$ cat src/rtl/ldpc_ram_pkg.sv
// ldpc_ram_pkg: shared state type, RAM constants and address helper for the LDPC RAM reader
package ldpc_ram_pkg;
    typedef enum logic [1:0] {IDLE, ISSUE, DRAIN} state_t;
    localparam int RAM_SKID_DEPTH = 4;
    function automatic int unsigned addr_inc(input int unsigned a, input int unsigned depth);
        return (a + 1 >= depth) ? 0 : a + 1;
    endfunction
endpackage

$ cat src/rtl/ldpc_skid_fifo.sv
// ldpc_skid_fifo: 2-entry valid/ready FIFO whose input ready is registered as "not full next cycle"
module ldpc_skid_fifo #(
    parameter int W = 9
) (
    input  logic         i_clock,
    input  logic         i_reset,
    input  logic [W-1:0] i_data,
    input  logic         i_valid,
    output logic         o_ready,
    output logic [W-1:0] o_data,
    output logic         o_valid,
    input  logic         i_ready
);
    logic [W-1:0] r_mem [2];
    logic         r_wr, r_rd;
    logic [1:0]   r_count;
    logic [1:0]   w_count_nxt;
    logic         w_push, w_pop;
    assign w_push      = i_valid && o_ready;
    assign w_pop       = o_valid && i_ready;
    assign w_count_nxt = r_count + 2'(w_push) - 2'(w_pop);
    assign o_valid     = r_count != 2'd0;
    assign o_data      = r_mem[r_rd];
    always_ff @(posedge i_clock or posedge i_reset) begin
        if (i_reset) begin
            r_mem   <= '{default: '0};
            r_wr    <= 1'b0;
            r_rd    <= 1'b0;
            r_count <= 2'd0;
            o_ready <= 1'b1;
        end else begin
            if (w_push) r_mem[r_wr] <= i_data;
            r_wr    <= r_wr ^ w_push;
            r_rd    <= r_rd ^ w_pop;
            r_count <= w_count_nxt;
            o_ready <= w_count_nxt != 2'd2;
        end
    end
    always_ff @(posedge i_clock)
        if (!i_reset) assert (!(w_push && r_count == 2'd2));
endmodule

$ cat src/rtl/ldpc_ram_reader.sv
// ldpc_ram_reader: issues sequential RAM read addresses for a burst command and streams the
// returned words out with a last flag, never exceeding the RAM response skid depth in flight.
module ldpc_ram_reader
    import ldpc_ram_pkg::*;
#(
    parameter int WIDTH           = 8,
    parameter int DEPTH           = 1024,
    parameter int MAX_OUTSTANDING = 4,
    localparam int AW             = $clog2(DEPTH),
    localparam int LW             = AW + 1,
    localparam int OW             = $clog2(MAX_OUTSTANDING) + 1
) (
    input  logic             i_clock,
    input  logic             i_reset,
    input  logic [AW-1:0]    i_cmd_base,
    input  logic [LW-1:0]    i_cmd_len,
    input  logic             i_cmd_valid,
    output logic             o_cmd_ready,
    output logic [AW-1:0]    o_ram_addr,
    output logic             o_ram_addr_valid,
    input  logic             i_ram_addr_ready,
    input  logic [WIDTH-1:0] i_ram_data,
    input  logic             i_ram_valid,
    output logic             o_ram_ready,
    output logic [WIDTH-1:0] o_data,
    output logic             o_valid,
    output logic             o_last,
    input  logic             i_ready,
    output logic             o_busy
);
    localparam logic [OW-1:0] MAXO = OW'(MAX_OUTSTANDING);
    localparam logic [OW-1:0] SKID = OW'(RAM_SKID_DEPTH);
    state_t        r_state;
    logic [LW-1:0] r_issue_rem, r_recv_rem;
    logic [OW-1:0] r_outst;
    logic [OW-1:0] w_outst_nxt;
    logic [LW-1:0] w_issue_nxt;
    logic          w_addr_hs, w_data_hs, w_out_hs;
    logic [WIDTH:0] w_head;
    assign w_addr_hs   = o_ram_addr_valid && i_ram_addr_ready;
    assign w_data_hs   = i_ram_valid && o_ram_ready;
    assign w_out_hs    = o_valid && i_ready;
    assign w_outst_nxt = r_outst + OW'(w_addr_hs) - OW'(w_data_hs);
    assign w_issue_nxt = r_issue_rem - LW'(w_addr_hs);
    assign o_data      = w_head[WIDTH:1];
    assign o_last      = w_head[0] && o_valid;
    // The address valid is registered, so the in-flight limit is judged on next-cycle counts.
    always_ff @(posedge i_clock or posedge i_reset) begin
        if (i_reset) begin
            r_state          <= IDLE;
            r_issue_rem      <= '0;
            r_recv_rem       <= '0;
            r_outst          <= '0;
            o_cmd_ready      <= 1'b1;
            o_ram_addr       <= '0;
            o_ram_addr_valid <= 1'b0;
            o_busy           <= 1'b0;
        end else begin
            r_outst <= w_outst_nxt;
            if (w_data_hs) r_recv_rem <= r_recv_rem - LW'(1);
            case (r_state)
                IDLE: if (i_cmd_valid && o_cmd_ready && i_cmd_len != '0) begin
                    r_state          <= ISSUE;
                    o_ram_addr       <= i_cmd_base;
                    r_issue_rem      <= i_cmd_len;
                    r_recv_rem       <= i_cmd_len;
                    o_ram_addr_valid <= 1'b1;
                    o_cmd_ready      <= 1'b0;
                    o_busy           <= 1'b1;
                end
                ISSUE: begin
                    if (w_addr_hs) begin
                        o_ram_addr  <= AW'(addr_inc(32'(o_ram_addr), DEPTH));
                        r_issue_rem <= w_issue_nxt;
                    end
                    o_ram_addr_valid <= (w_issue_nxt != '0) && (w_outst_nxt < MAXO);
                    if (w_issue_nxt == '0) r_state <= DRAIN;
                end
                DRAIN: if (w_out_hs && o_last) begin
                    r_state     <= IDLE;
                    o_cmd_ready <= 1'b1;
                    o_busy      <= 1'b0;
                end
                default: r_state <= IDLE;
            endcase
        end
    end
    always_ff @(posedge i_clock)
        if (!i_reset) begin
            assert (r_outst <= MAXO && r_outst <= SKID);
            assert (!(r_outst == '0 && w_data_hs && !w_addr_hs));
        end
    ldpc_skid_fifo #(.W(WIDTH + 1)) u_fifo (
        .i_clock (i_clock),
        .i_reset (i_reset),
        .i_data  ({i_ram_data, r_recv_rem == LW'(1)}),
        .i_valid (i_ram_valid),
        .o_ready (o_ram_ready),
        .o_data  (w_head),
        .o_valid (o_valid),
        .i_ready (i_ready)
    );
endmodule

$ cat config.mk
export PLATFORM = sky130hd
export DESIGN_NAME = ldpc_ram_reader
export DESIGN_NICKNAME = d
export VERILOG_FILES = /design/src/rtl/ldpc_ram_pkg.sv /design/src/rtl/ldpc_skid_fifo.sv /design/src/rtl/ldpc_ram_reader.sv
export SDC_FILE = /design/constraint.sdc
export NUM_CORES = 1
export LEC_CHECK = 0
export CAP_MARGIN = 40
export CORE_MARGIN = 4
export CORE_UTILIZATION = 45
export DETAILED_ROUTE_END_ITERATION = 12
export GPL_TIMING_DRIVEN = 0
export PLACE_DENSITY = 0.67
export SETUP_SLACK_MARGIN = 0.02
export SLEW_MARGIN = 40
export SYNTH_ARGS = -nofsm -noshare
export SYNTH_HDL_FRONTEND = slang
export SYNTH_SLANG_ARGS = --single-unit
export TNS_END_PERCENT = 20
$ cat constraint.sdc
create_clock -name i_clock -period 2.5 [get_ports i_clock]
set_input_delay 0.75 -clock i_clock [delete_from_list [all_inputs] [get_ports i_clock]]
set_output_delay 0.75 -clock i_clock [all_outputs]
set_load 0.01 [all_outputs]
; Yosys cells after proc, flatten, opt, wreduce, memory -nomap -nowiden
; Cells that the tools add are included.
[op_classes]
eq_ne = 8
n_lt_le_gt_ge = 5
addsub = 7
bitwise = 4
n_mux = 27
n_reduce_logical = 20
[ops]
columns = cell, count
row1 = two-way mux 11 bit, 5
row2 = two-way mux 9 bit, 4
row3 = two-way mux 10 bit, 3
row4 = case mux 11 bit (2 select lines), 1
row5 = nonzero test 11 bit, 2
row6 = case mux 10 bit (2 select lines), 1
row7 = bitwise mux 18 bit, 1
row8 = adder 10 x 1 -> 11 bit (second input constant), 1
row9 = equality test 11 x 1 -> 1 bit (second input constant), 1
row10 = greater-or-equal comparator 11 bit (second input constant), 1
row11 = logical NOT 11 bit, 1
row12 = subtractor 11 x 1 -> 11 bit, 1
row13 = subtractor 11 x 1 -> 11 bit (second input constant), 1
row14 = inequality test 2 bit (second input constant), 5
row15 = demux 9 bit (select 1 bit), 1
row16 = logical AND 1 bit, 9
row17 = AND reduction 3 bit, 3
row18 = two-way mux 2 bit, 3
row19 = case mux 1 bit (2 select lines), 3
row20 = case mux 2 bit (3 select lines), 1
row21 = nonzero test 2 bit, 3
row22 = greater-or-equal comparator 2 bit (second input constant), 2
row23 = two-way mux 1 bit, 4
row24 = NOT 1 -> 2 bit, 2
row25 = other kinds (11), 12
[word_totals]
output_inout_bits = 24
in_bits = 35
register_bits = 63
wordCells = 85

; Depth between registers and ports, before layout
; Gate-level depths: netlist (run 1).
[logic_depth]
word_depth = 8
ltp_mapped = 10
depth_no_buf = 10

; Cells and area by module
; Synthesis (run 1) repeated with hierarchy kept, for this count alone.
[unflattened]
hier_cells = 355
area_unflattened_um2 = 3528.4
[modules_own_cells]
columns = mod, seq_area_each_um2, n_inst, area_per_inst_um2, cells_each
row1 = ldpc_ram_reader, 1002.2, 1, 2439.8, 282
row2 = ldpc_skid_fifo, 576.8, 1, 1088.5, 73

; Least setup slack after synthesis (run 1)
; Ideal clock, no wire load.
[synth_path]
kind = in2reg
from = in i_ram_addr_ready
to = reg r_state[0]
setup_slack_ps = 85
required_ps = 2367
t_arrival_ps = 2282
n_path_buf = 0
cell_stages = 7
setup_time_ps = 133
path_cell_list = and2_1 ha_1 or3b_1 or3_4 xnor2_2 nor3_1 o21bai_1
[synth_via]
elab_chain_len = 5
[synth_rtl]
columns = element, line_no
row1 = from (decl), ldpc_ram_reader.sv:21  ; input logic i_ram_addr_ready,
row2 = logical AND 1 bit, ldpc_ram_reader.sv:40  ; assign w_addr_hs = o_ram_addr_valid && i_ram_addr_ready;
row3 = subtractor 11 x 1 -> 11 bit, ldpc_ram_reader.sv:44  ; assign w_issue_nxt = r_issue_rem - LW'(w_addr_hs);
row4 = logical NOT 11 bit, ldpc_ram_reader.sv:77  ; if (w_issue_nxt == '0) r_state <= DRAIN;
row5 = inequality test 2 bit (no source line), --
row6 = AND reduction 3 bit (no source line), --
row7 = to (signal assigned), ldpc_ram_reader.sv:50  ; r_state <= IDLE;
row8 = to (signal assigned), ldpc_ram_reader.sv:77
row9 = to (signal assigned), ldpc_ram_reader.sv:80  ; r_state <= IDLE;
row10 = to (decl), ldpc_ram_reader.sv:33  ; state_t r_state;
; No other way between the ends.
; A chain may end at the register's enable or synchronous reset.

; Final worst setup path (run 1)
[layout_path]
from = in i_cmd_len[9]
to = reg o_ram_addr[5]
[layout_via]
elab_chain_len = 4
[layout_rtl]
columns = element, line_no
row1 = from (decl), ldpc_ram_reader.sv:16  ; input logic [LW-1:0] i_cmd_len,
row2 = nonzero test 11 bit, ldpc_ram_reader.sv:62  ; IDLE: if (i_cmd_valid && o_cmd_ready && i_cmd_len != '0) begin
row3 = logical AND 1 bit, ldpc_ram_reader.sv:62
row4 = inequality test 2 bit (no source line), --
row5 = AND reduction 3 bit (no source line), --
row6 = to (signal assigned), ldpc_ram_reader.sv:64  ; o_ram_addr <= i_cmd_base;
row7 = to (signal assigned), ldpc_ram_reader.sv:73  ; o_ram_addr <= AW'(addr_inc(32'(o_ram_addr), DEPTH));
row8 = to (decl), ldpc_ram_reader.sv:19  ; output logic [AW-1:0] o_ram_addr,
; No other way between the ends.

==> run summary, run 1 <==
The final period demand of the worst path was 2.36 ns. The latest clock arrival within the worst-skew pair was 0.34 ns; the sequential cell area fraction in the yosys report was 0.460. For the final database, setup skew stands at 0.0111 ns.

In this run, post-CTS hold repair placed 0 buffers. The worst-case headroom to the max-slew limit was 0.586. The tree is rooted in a sky130_fd_sc_hd__clkbuf_8. For this run, design rule violations remaining after detail routing come to 0. 59 I/O pins were placed.

The number of placed instances, taps included, is 510. For the count of final max-slew check failures, the log shows 0. The path class of the tightest hold or removal check is flip-flop to flip-flop.

Among all cell types in the netlist, the one instantiated most often is sky130_fd_sc_hd__dfrtp_1. Number of buffers created by CTS: 9. The number of synthesis warnings came out at 0. The netlist uses 53 different library cells. The effective utilization at floorplan is 0.468.

The count of inserted antenna diode cells is 0, and the horizontal extent of the die is 95.3 microns. After layout, the design draws a total of 0.00542 W. Routability-driven placement finished with a final weighted congestion of 0.913. In this run the tool buffered the top-level ports with 58 buffer cells. The count of nets left with antenna violations once routing finished came out at 0. The die is 95.3 microns tall. STA classifies the critical path endpoint as a flip-flop.

For this design, the sink count on the clock tree is 63. For this run, the number of standard cells in the final layout without fillers is 532. The largest area contributor in the synthesized netlist was sky130_fd_sc_hd__dfrtp_1.

The number of nets in the synthesized netlist is 400. Final number of hold-violating endpoints: 0. Clock-pin slew was measured on the worst setup and hold paths at 0.08 ns.

The run gives 1.88 nW as the static leakage. In the post-synthesis netlist, the biggest area contributors are sky130_fd_sc_hd__dfrtp_1 44%, sky130_fd_sc_hd__mux2_2 8.9%, sky130_fd_sc_hd__o21ai_0 5.0%. The run gives 2,901 as the total via count after detailed routing. The share of post-route cells with drive strength above 1 was 0.196; the final global-route overflow total was 0. The die area was 0.00908 sq mm; the detailed-route vias per instance was 5.45. The share of the synthesized area in the top cell type was 0.445. For the worst setup path, the data required time is 2.76 ns. The logs give 6.23 mm for the total half-perimeter wirelength after legalization and detailed placement and 135 for the initial detailed-routing violation count. The worst-case hold slack was 0.505 ns; the post-synthesis instance area was 0.00343 sq mm. The power density over the cells was 1200 mW/mm^2. Setup repair after global routing left no endpoint under its margin. Max-cap violations in this run came to 0.

For the via count of the first global-routing pass, the log shows 2,992. After technology mapping, the gate count stands at 352. Setup violations remaining at the end of the flow were counted as 0. The maximum ir drop on the vdd rail is 0.628 mV. For the global-route usage over all layers, the log shows 0.206.

The critical path in this run is classified as input port to flip-flop. Entering global routing, the biggest net connects 39 pins. In this run the worst path has a maximum fanout of 10.

Wires add up to 8.55 mm. The number of flip-flops and latches in the synthesized netlist is 63. The first global-routing pass estimated 14.3 mm of wire.

The run finished with clean final reports. The area growth from synthesis to layout is 31.8%. TritonCTS built the clock tree. The run gives 4 as the detailed-routing iteration count for the pre-antenna-repair pass. Yosys mapped a number of flops with a built-in enable equal to 0. Number of antenna violations at the first check in global routing: 0. The worst setup path is launched from an input port. The tools report the number of rows in the core area as 31. The mean instance size in the synthesized netlist is 9.75 sq um, and the number of buffers on the longest clock path is 2. At the end of the flow, the number of nets in the layout was 476. CTS built an H-tree with a depth of 3. STA puts the critical path data arrival time at 2.62 ns. The final critical-path share of the clock period came out at 0.944. Fraction of registers with async set or reset after synthesis: 1.00. The core region area was 0.00733 sq mm; the highest clock frequency the design can meet was 0.424 GHz.

Most instantiated flip-flop cell in the synthesis netlist: sky130_fd_sc_hd__dfrtp_1. Dividing the detail-routed wire length by the instance count gives 16.1 microns. Sorting the synthesized cells by how often they occur yields 61 x sky130_fd_sc_hd__dfrtp_1, 34 x sky130_fd_sc_hd__o21ai_0, 33 x sky130_fd_sc_hd__nand2_1, 27 x sky130_fd_sc_hd__mux2_2, 24 x sky130_fd_sc_hd__inv_1. The actual transition at the worst max-transition pin came out at 0.621 ns.
==> worst max-delay path: stages <==
cell	delay, ns
sky130_fd_sc_hd__clkdlybuf4s50_1	0.47
sky130_fd_sc_hd__nor4_2	0.35
sky130_fd_sc_hd__a31oi_1	0.16
sky130_fd_sc_hd__clkbuf_2	0.23
sky130_fd_sc_hd__a21oi_4	0.20
sky130_fd_sc_hd__clkbuf_4	0.24
sky130_fd_sc_hd__a21oi_1	0.05
sky130_fd_sc_hd__o211ai_1	0.18
==> placed cells by master, fill, tap and decap left out, drive strengths merged, types with 3 or more instances in the layout <==
cell           instances
ha                    12
nor2b                  3
nand2                 33
dlygate4sd2            9
xor2                   5
nand3                  7
nor2                  17
a31oi                  3
inv                   24
clkdlybuf4s50         47
o21ai                 36
dfrtp                 61
o211ai                 4
nor3b                  4
and3                   4
o22ai                  4
clkbuf                24
nor4                   6
nand4                  3
buf                   10
xnor2                 13
mux2                  27
nor3                  15
a21oi                 23
clkinvlp               4
==> repair_timing <==
action,in CTS,in global routing
endpoints found under the setup margin,26,17
setup buffers,3,4
resized for setup,26,18
pin swaps,4,8
hold endpoints to repair,0,0
==> power breakdown <==
group	internal (W)	switching, W	total, W
sequential	0.00152	0.000474	0.00199
combinational	0.00133	0.00121	0.00254
clock	0.000459	0.000430	0.000889
total	0.00331	0.00211	0.00542
==> per-stage QoR <==
stage	utilization	setup TNS, ns	cell area [sq um]	setup WS (ns)
floorplan	-	0	3430	0.0853
global placement	0.564	-78.07	4140	-0.995
detailed placement	0.567	-16.92	4160	-0.706
CTS	0.601	-0.146	4410	-0.0634
global route	0.617	0	4520	0.0374
finish	0.617	0	4520	0.140
==> layer usage <==
layer  wire [microns]  share of wire  global-route usage
met3              441          0.052              0.0331
met4              139          0.016              0.0781
met5                0              0                   0
met1             3940           0.46               0.284
met2             4030           0.47               0.327
==> final timing paths <==
check | start | endpoint | slack (ns) | depth (start not counted)
setup / recovery | i_cmd_len[9] | o_ram_addr[5]$_DFFE_PP0P_ | 0.14 | 8
hold / removal | u_fifo.r_mem[12]$_DFFE_PP0P_ | u_fifo.r_mem[12]$_DFFE_PP0P_ | 0.50 | 1
setup reg to reg | u_fifo.o_ready$_DFF_PP1_ | o_ram_addr_valid$_DFFE_PP0P_ | 0.25 | 10
hold reg to reg | u_fifo.r_mem[12]$_DFFE_PP0P_ | u_fifo.r_mem[12]$_DFFE_PP0P_ | 0.50 | 1
max in group asynchronous | i_reset | o_cmd_ready$_DFFE_PP1P_ | 1.18 | 3
min in group asynchronous | i_reset | u_fifo.r_rd$_DFF_PP0_ | 0.73 | 2
==> logic make-up (layout without fill, tap and decap cells) <==
| family | count (synthesis) | in the layout | synth area share |
|---|---|---|---|
| compound gates | 84 | 84 | 0.143 |
| xor+xnor | 18 | 18 | 0.0481 |
| fa+ha+maj | 13 | 13 | 0.0496 |
| buf+inv | 41 | 122 | 0.0474 |
| flops | 63 | 63 | 0.460 |
| mux | 29 | 29 | 0.0945 |
| simple gates | 104 | 104 | 0.157 |
==> flip-flops by register name, summed over array words and instances (netlist names), 2 cells and up <==
name,flops
o_ram_addr,10
r_outst,3
u_fifo.r_count,2
u_fifo.r_mem,18
r_issue_rem,11
r_recv_rem,11
r_state,2
==> final cells by class <==
cell class / instances / area [sq um]
Multi-Input combinational cell: 248 / 1800
Clock buffer: 9 / 124
Tap cell: 99 / 124
Clock inverter: 7 / 73.8
Buffer: 16 / 76.3
Fill cell: 613 / 2810
Sequential cell: 63 / 1580
Inverter: 24 / 92.6
Timing Repair Buffer: 66 / 652
(Power assumes the default switching activity.)
==> run 2: changes to the inputs <==
DONT_BUFFER_PORTS = 1   (was default)
PLACE_DENSITY = 0.57   (was 0.67)
==> run 2 against run 1 <==
Via count fell by 9.3%. Power fell by 11%. Combinational power fell by 25%. Global-route usage fell by 1.1 points. Final area fell by 16%. Clock power rose by 3.8%. Register-to-register slack got worse by 0.10 ns. Routed wire length fell by 2.8%.
==> run summary, run 2 (same netlist as run 1, synthesis figures left out) <==
Path depth of the worst reg2reg path: 10. The endpoint kind of the worst setup timing path is a primary output. The static leakage is 1.60 nW, and the final period demand of the worst path is 2.40 ns.

The largest fanout on the critical path works out to 10. Clock tree synthesis found a total of 63 sinks. STA puts the critical path data arrival time at 1.65 ns. The run gives 2,630 as the total via count after detailed routing. The power density over the cells came out at 1270 mW/mm^2. After floorplanning, the core was sized to cover 0.00733 sq mm.

Summed over all layers, the routed wires come to 8.31 mm. The tools report the number of buffers on the longest clock path as 2. The tools report the sum of internal, switching and leakage power as 0.00484 W. The top cell types in the final layout, fill and taps aside, are 61 x sky130_fd_sc_hd__dfrtp_1, 34 x sky130_fd_sc_hd__o21ai_0, 33 x sky130_fd_sc_hd__nand2_1.

The most frequent standard cell in the layout excluding fill and tap cells is sky130_fd_sc_hd__dfrtp_1. In this run the number of H-tree levels came out at 3. The first global-routing pass estimated 13.4 mm of wire. Final global-route overflow total: 0.

Traced cell by cell, the critical path runs through clkbuf_1 > mux2i_1 > nor2_1. Relative to the synthesized area, the layout overhead comes to 10.7%. After detailed routing, the number of remaining DRC violations is 0. The startpoint identified for the worst register-to-register timing path is u_fifo.o_ready$_DFF_PP1_. The tools report the pre-CTS setup slack as -0.160 ns.

Setup repair after global routing could not meet its margin everywhere. Dividing the detail-routed via count by the number of cells gives 5.61. The effective utilization at floorplan is 0.468. The maximum ir drop on the vdd rail is 0.644 mV.

For the die area, the log shows 0.00908 sq mm. Dividing the detail-routed wire length by the instance count gives 17.7 microns. The logs give 0.295 ns for the worst-case hold slack and 0.0998 ns for the smallest setup slack after layout.

The initial detailed-routing violation count is 140. During placement, the flow inserted port buffers numbering 0. The worst hold path belongs to the class input port to asynchronous set/reset pin. The logs give 0 for the number of antenna-violating nets in the routed design and 0.34 ns for the latest clock arrival within the worst-skew pair. TritonCTS built the clock tree. The net count of the finished layout is 413. The share of post-route cells with drive strength above 1 was 0.162; the final critical-path share of the clock period was 0.960. In the final layout, the registers with the most flip-flops are u_fifo.r_mem: 18 flops, r_issue_rem: 11 flops, r_recv_rem: 11 flops. The detailed-routing iteration count for the pre-antenna-repair pass is 4. The kind of launch point of the worst setup path is a flip-flop.

Among all stages on the critical path, the largest delay is contributed by sky130_fd_sc_hd__clkbuf_1. 59 I/O pins were placed. TritonCTS created 9 clock buffers. The final number of hold-violating endpoints is 0, and the final-layout setup total negative slack is 0 ns. The final clock skew came out at 0.00481 ns. The tools report the global-route usage over all layers as 0.195. The buffers plus inverters on the worst setup path was 1; the actual transition at the worst max-transition pin was 0.623 ns. The max capacitance violation total was 0. The via count of the first global-routing pass came out at 2,603. The flip-flop count of the largest register, all copies and words added was 18; the clock-pin slew of the registers on the worst-case setup and hold paths was 0.07 ns.

The register containing the most flip-flops in the final layout is u_fifo.r_mem. In this run the vertical extent of the chip is 95.3 microns. The startpoint-to-endpoint class of the critical path is flip-flop to primary output. The number of rows in the core area came out at 31.

After filler insertion, the fill cell instance count of the layout stands at 669. Entering global routing, the biggest net connects 36 pins. The HPWL after detailed placement is 6.14 mm. Number of antenna violations at the first check in global routing: 0.

CTS root buffer: sky130_fd_sc_hd__clkbuf_8. The run gives 0.584 as the worst-case headroom to the max-slew limit. The horizontal extent of the die is 95.3 microns. The count of inserted antenna diode cells was 0; the weighted congestion at the end of routability-driven global placement was 0.842.

The critical path data required time is 1.75 ns, and the count of final max-slew check failures is 0. The endpoint of the worst-slack reg-to-reg timing path is o_ram_addr_valid$_DFFE_PP0P_. The cell family contributing the most delay on the critical path is buffers and inverters.

Timing would allow up to 0.417 GHz. The largest stage delay on the critical path was 0.48 ns; the worst reg-to-reg setup slack was 0.15 ns. The run finished with clean final reports. The run gives 0 as the total of endpoints with negative setup slack in the final report.
## run 2: cell types whose count changed in the layout (fill, tap and decap cells not counted), sizes merged
cell           change
clkbuf             +1
clkinv             +1
dlygate4sd2        -9
dlymetal6s2s       -1
clkdlybuf4s50     -47
buf                -5
clkinvlp           -3
## run 2: worst reg2reg max path, cell delays in order, from the launching register on
cell                      delay, ns
sky130_fd_sc_hd__dfstp_2       0.59
sky130_fd_sc_hd__nand2_1       0.14
sky130_fd_sc_hd__inv_2         0.14
sky130_fd_sc_hd__ha_1          0.24
sky130_fd_sc_hd__inv_1         0.05
sky130_fd_sc_hd__ha_1          0.12
sky130_fd_sc_hd__inv_1         0.05
sky130_fd_sc_hd__fa_1          0.40
sky130_fd_sc_hd__xnor2_1       0.15
sky130_fd_sc_hd__xnor2_1       0.24
sky130_fd_sc_hd__o31ai_2       0.08
## run 2: per-stage QoR
stage | instances | cell area, sq um | util
3_5_place_dp | 452 | 3580 | 0.488
2_1_floorplan | 352 | 3430 | -
6_report | 469 | 3800 | 0.518
3_3_place_gp | 451 | 3550 | 0.485
4_1_cts | 468 | 3780 | 0.516
5_1_grt | 469 | 3800 | 0.518
## run 2: area by class of cell
type / count / area, sq um / area share
multi-input cells: 248 / 1690 / 0.446
flip-flops and latches: 63 / 1580 / 0.416
clock buffers: 11 / 151 / 0.0399
well taps: 99 / 124 / 0.0326
inverters: 24 / 92.6 / 0.0244
plain buffers: 17 / 73.8 / 0.0194
clock inverters: 5 / 56.3 / 0.0148
repair buffers: 2 / 27.5 / 0.00725
## run 2: power breakdown
| group | total (W) | switching (W) | internal [W] |
|---|---|---|---|
| clock network | 0.000923 | 0.000410 | 0.000513 |
| logic | 0.00191 | 0.00102 | 0.000883 |
| registers | 0.00201 | 0.000491 | 0.00152 |
## run 2: metal layers
metal	up-vias	GRT usage	share of wire
met4	0	0.0817	0.027
met3	16	0.0687	0.079
met2	75	0.296	0.47
met5	-	0	0
met1	1271	0.253	0.43
li1	1268	-	-
## run 2: what timing repair did
item / in CTS / in global routing
setup endpoints to repair: 0 / 11
resized for setup: 0 / 5
setup buffers: 0 / 1
hold buffers: 0 / 0
## run 2: worst max-delay path by stage
stage                                      from                       to  cells after the start
after floorplan                i_ram_addr_ready   r_state[0]$_DFFE_PP0P_                      7
after global placement                  i_reset  r_recv_rem[5]$_DFF_PP0_                      1
after detailed placement       i_ram_addr_ready   r_state[0]$_DFFE_PP0P_                      7
after CTS                 u_fifo.r_rd$_DFF_PP0_                   o_last                      3
after global routing      u_fifo.r_rd$_DFF_PP0_                   o_last                      3
final                     u_fifo.r_rd$_DFF_PP0_                   o_last                      3
==> run 3: changes to the inputs <==
GPL_ROUTABILITY_DRIVEN = 0   (was default)
PLACE_DENSITY = 0.71   (was 0.57)
==> run 3 against run 2 <==
Register-to-register slack about the same. Combinational power about the same. Utilization shrank 0.15 points. Largest cell class unchanged. Routed wire length is 2.1% higher. Flip-flop and latch count is the same.
==> run summary, run 3 (same netlist as run 1, synthesis figures left out) <==
Kind of launch point of the worst setup path: a flip-flop. The average wire length per cell after detail routing came out at 18.2 microns. Leaving out fill and tap cells, the most frequent cell in the layout is sky130_fd_sc_hd__dfrtp_1. For the count of final max-slew check failures, the log shows 0. The library cells used most frequently in the layout, excluding fill and tap cells, are 61 x sky130_fd_sc_hd__dfrtp_1, 34 x sky130_fd_sc_hd__o21ai_0, 33 x sky130_fd_sc_hd__nand2_1.

The region available for standard cell placement spans 0.00733 sq mm. The worst path needs 2.35 ns of the cycle, external delays included. The CTS root buffer was sky130_fd_sc_hd__clkbuf_8. The actual transition at the worst max-transition pin was 0.611 ns; the effective utilization at floorplan was 0.468.

The tools report the number of buffers on the longest clock path as 2. The flip-flop count of the largest register, all copies and words added was 18; the sum of internal, switching and leakage power was 0.00482 W. Final number of hold-violating endpoints: 0. For the worst setup path, the data required time is 2.70 ns.

The critical path data arrival time was 2.55 ns. Setup repair after global routing left no endpoint under its margin. Across all register-to-register paths, the minimum setup slack is 0.15 ns. The run gives 63 as the CTS sink count. TritonCTS built the clock tree.

The die is 95.3 microns wide. The tools report the global-route usage over all layers as 0.198. The total half-perimeter wirelength after legalization and detailed placement was 6.29 mm. CTS built an H-tree with a depth of 3. The floorplan step set the die height to 95.3 microns. The final critical-path share of the clock period works out to 0.941. In this run the tool buffered the top-level ports with 0 buffer cells. The logs give 0.425 GHz for the highest clock frequency the design can meet and 0.34 ns for the latest clock arrival within the worst-skew pair. Clock skew on the completed layout was measured at 0.0111 ns. Internal power comes to 0.00283 W.

The final instance area came out at 0.00379 sq mm. In the final layout, the registers with the most flip-flops are u_fifo.r_mem: 18 flops, r_issue_rem: 11 flops, r_recv_rem: 11 flops. For this run the aggregate overflow at the end of global routing stands at 0.

For the proportion of power drawn by combinational gates, the log shows 0.390. The instance area at placement is 0.00358 sq mm, and the initial detailed-routing violation count is 185. The run gives 411 as the count of nets after finishing. The first global-routing pass estimated 13.6 mm of wire. Summing all flip-flop and latch instances after layout gives 0.00158 sq mm.

IR analysis of the VDD net gives a maximum drop of 0.451 mV. The count of inserted antenna diode cells is 0, and the detailed-route vias per instance is 5.89. The floorplan has 31 rows.

The area growth from synthesis to layout is 10.4%. For the worst-case headroom to the max-slew limit, the log shows 0.587. The number of antenna violations at the first check in global routing was 0. After clock tree synthesis, the clock-pin slew on the worst setup and hold paths is 0.08 ns.

The clock network power share was 0.184. The die covers 0.00908 sq mm. In the final timing run, aggregate negative setup slack is 0 ns. The logs give 0.00199 W for the total net switching power and 0 for the remaining routing DRC violations.

Counting flops per register, the top entry is u_fifo.r_mem. The tools report the total of fill cells in the finished design as 655. In this run the static leakage power is 1.58 nW. The sequential share of power is 0.426. The run gives 0.00170 sq mm as the area of the multi-input gates.

The share of post-route cells with drive strength above 1 was 0.160. Across all layers, the routed design uses 2,752 vias. In this run the worst hold path is classified as input port to asynchronous set/reset pin.

The switching share of power is 0.412, and the top-level port count is 59. The routed design has 8.49 mm of wire. Entering global routing, the biggest net connects 45 pins. For this run, the detailed router's first-pass iteration total came to 4.

For the via count of the first global-routing pass, the log shows 2,824. Dividing total power by cell area gives a power density of 1270 mW/mm^2. The run gives 0 as the post-CTS repair timing setup buffer count. Across the run, the number of max-cap violations was 0.

STA classifies the critical path endpoint as a flip-flop. The run gives 0 as the number of antenna-violating nets in the routed design. The total of endpoints with negative setup slack in the final report is 0. The startpoint-to-endpoint class of the critical path is flip-flop to flip-flop. TritonCTS created 9 clock buffers.

The run finished with clean final reports. In this run the worst path has a maximum fanout of 6.
## run 3: layout make-up
cell class | instances | area share
clock inverters | 7 | 0.0195
flip-flops and latches | 63 | 0.417
clock buffers | 9 | 0.0327
repair buffers | 1 | 0.00727
plain buffers | 16 | 0.0185
inverters | 24 | 0.0245
well taps | 99 | 0.0327
multi-input cells | 248 | 0.448
## run 3: repair_timing
item,4_1_cts,5_1_grt
hold endpoints to repair,0,0
setup endpoints to repair,0,12
hold buffers,0,0
resized for setup,0,5
## run 3: worst max-delay path, stage by stage (launching register included)
cell and delay (ns):
sky130_fd_sc_hd__dfrtp_1 0.42, sky130_fd_sc_hd__and2_2 0.23, sky130_fd_sc_hd__ha_1 0.19, sky130_fd_sc_hd__or3b_1 0.45, sky130_fd_sc_hd__or3_4 0.44, sky130_fd_sc_hd__xnor2_2 0.16
sky130_fd_sc_hd__nor3_2 0.25, sky130_fd_sc_hd__o21bai_1 0.08
## run 3: layer usage
layer,GRT usage,vias up,part of all wire
met2,0.314,124,0.47
met5,0,-,0
met3,0.0663,32,0.084
met1,0.242,1334,0.41
met4,0.0938,0,0.039
li1,-,1262,-
## run 3: power by group through the flow
stage | clock, W | combinational (W) | sequential [W]
6_report | 0.000887 | 0.00188 | 0.00205
3_3_place_gp | 0 | 0.00180 | 0.00200
5_1_grt | 0.000947 | 0.00213 | 0.00212
2_1_floorplan | 0 | 0.00153 | 0.00189
3_5_place_dp | 0 | 0.00190 | 0.00204
4_1_cts | 0.000901 | 0.00192 | 0.00202
## run 3: path summary, 6_finish.rpt
kind | end | depth (start not counted) | startpoint
setup reg to reg | r_state[0]$_DFFE_PP0P_ | 7 | o_ram_addr_valid$_DFFE_PP0P_
hold reg to reg | r_outst[2]$_DFF_PP0_ | 1 | r_outst[2]$_DFF_PP0_
min in group i_clock | r_outst[2]$_DFF_PP0_ | 1 | r_outst[2]$_DFF_PP0_
hold / removal | u_fifo.r_mem[6]$_DFFE_PP0P_ | 1 | i_reset
max in group asynchronous | o_cmd_ready$_DFFE_PP1P_ | 2 | i_reset
setup / recovery | r_state[0]$_DFFE_PP0P_ | 7 | o_ram_addr_valid$_DFFE_PP0P_
## run 3: per-stage QoR
step           hold WS (ns)  worst slack (ns)  std cells  utilization
3_5_place_dp          0.479            -0.263        452        0.489
4_1_cts               0.220            0.0306        468        0.516
5_1_grt               0.226            0.0207        467        0.516
3_3_place_gp          0.465            -0.482        451        0.485
2_1_floorplan         0.456            0.0853        352            -
6_report              0.224             0.148        467        0.516
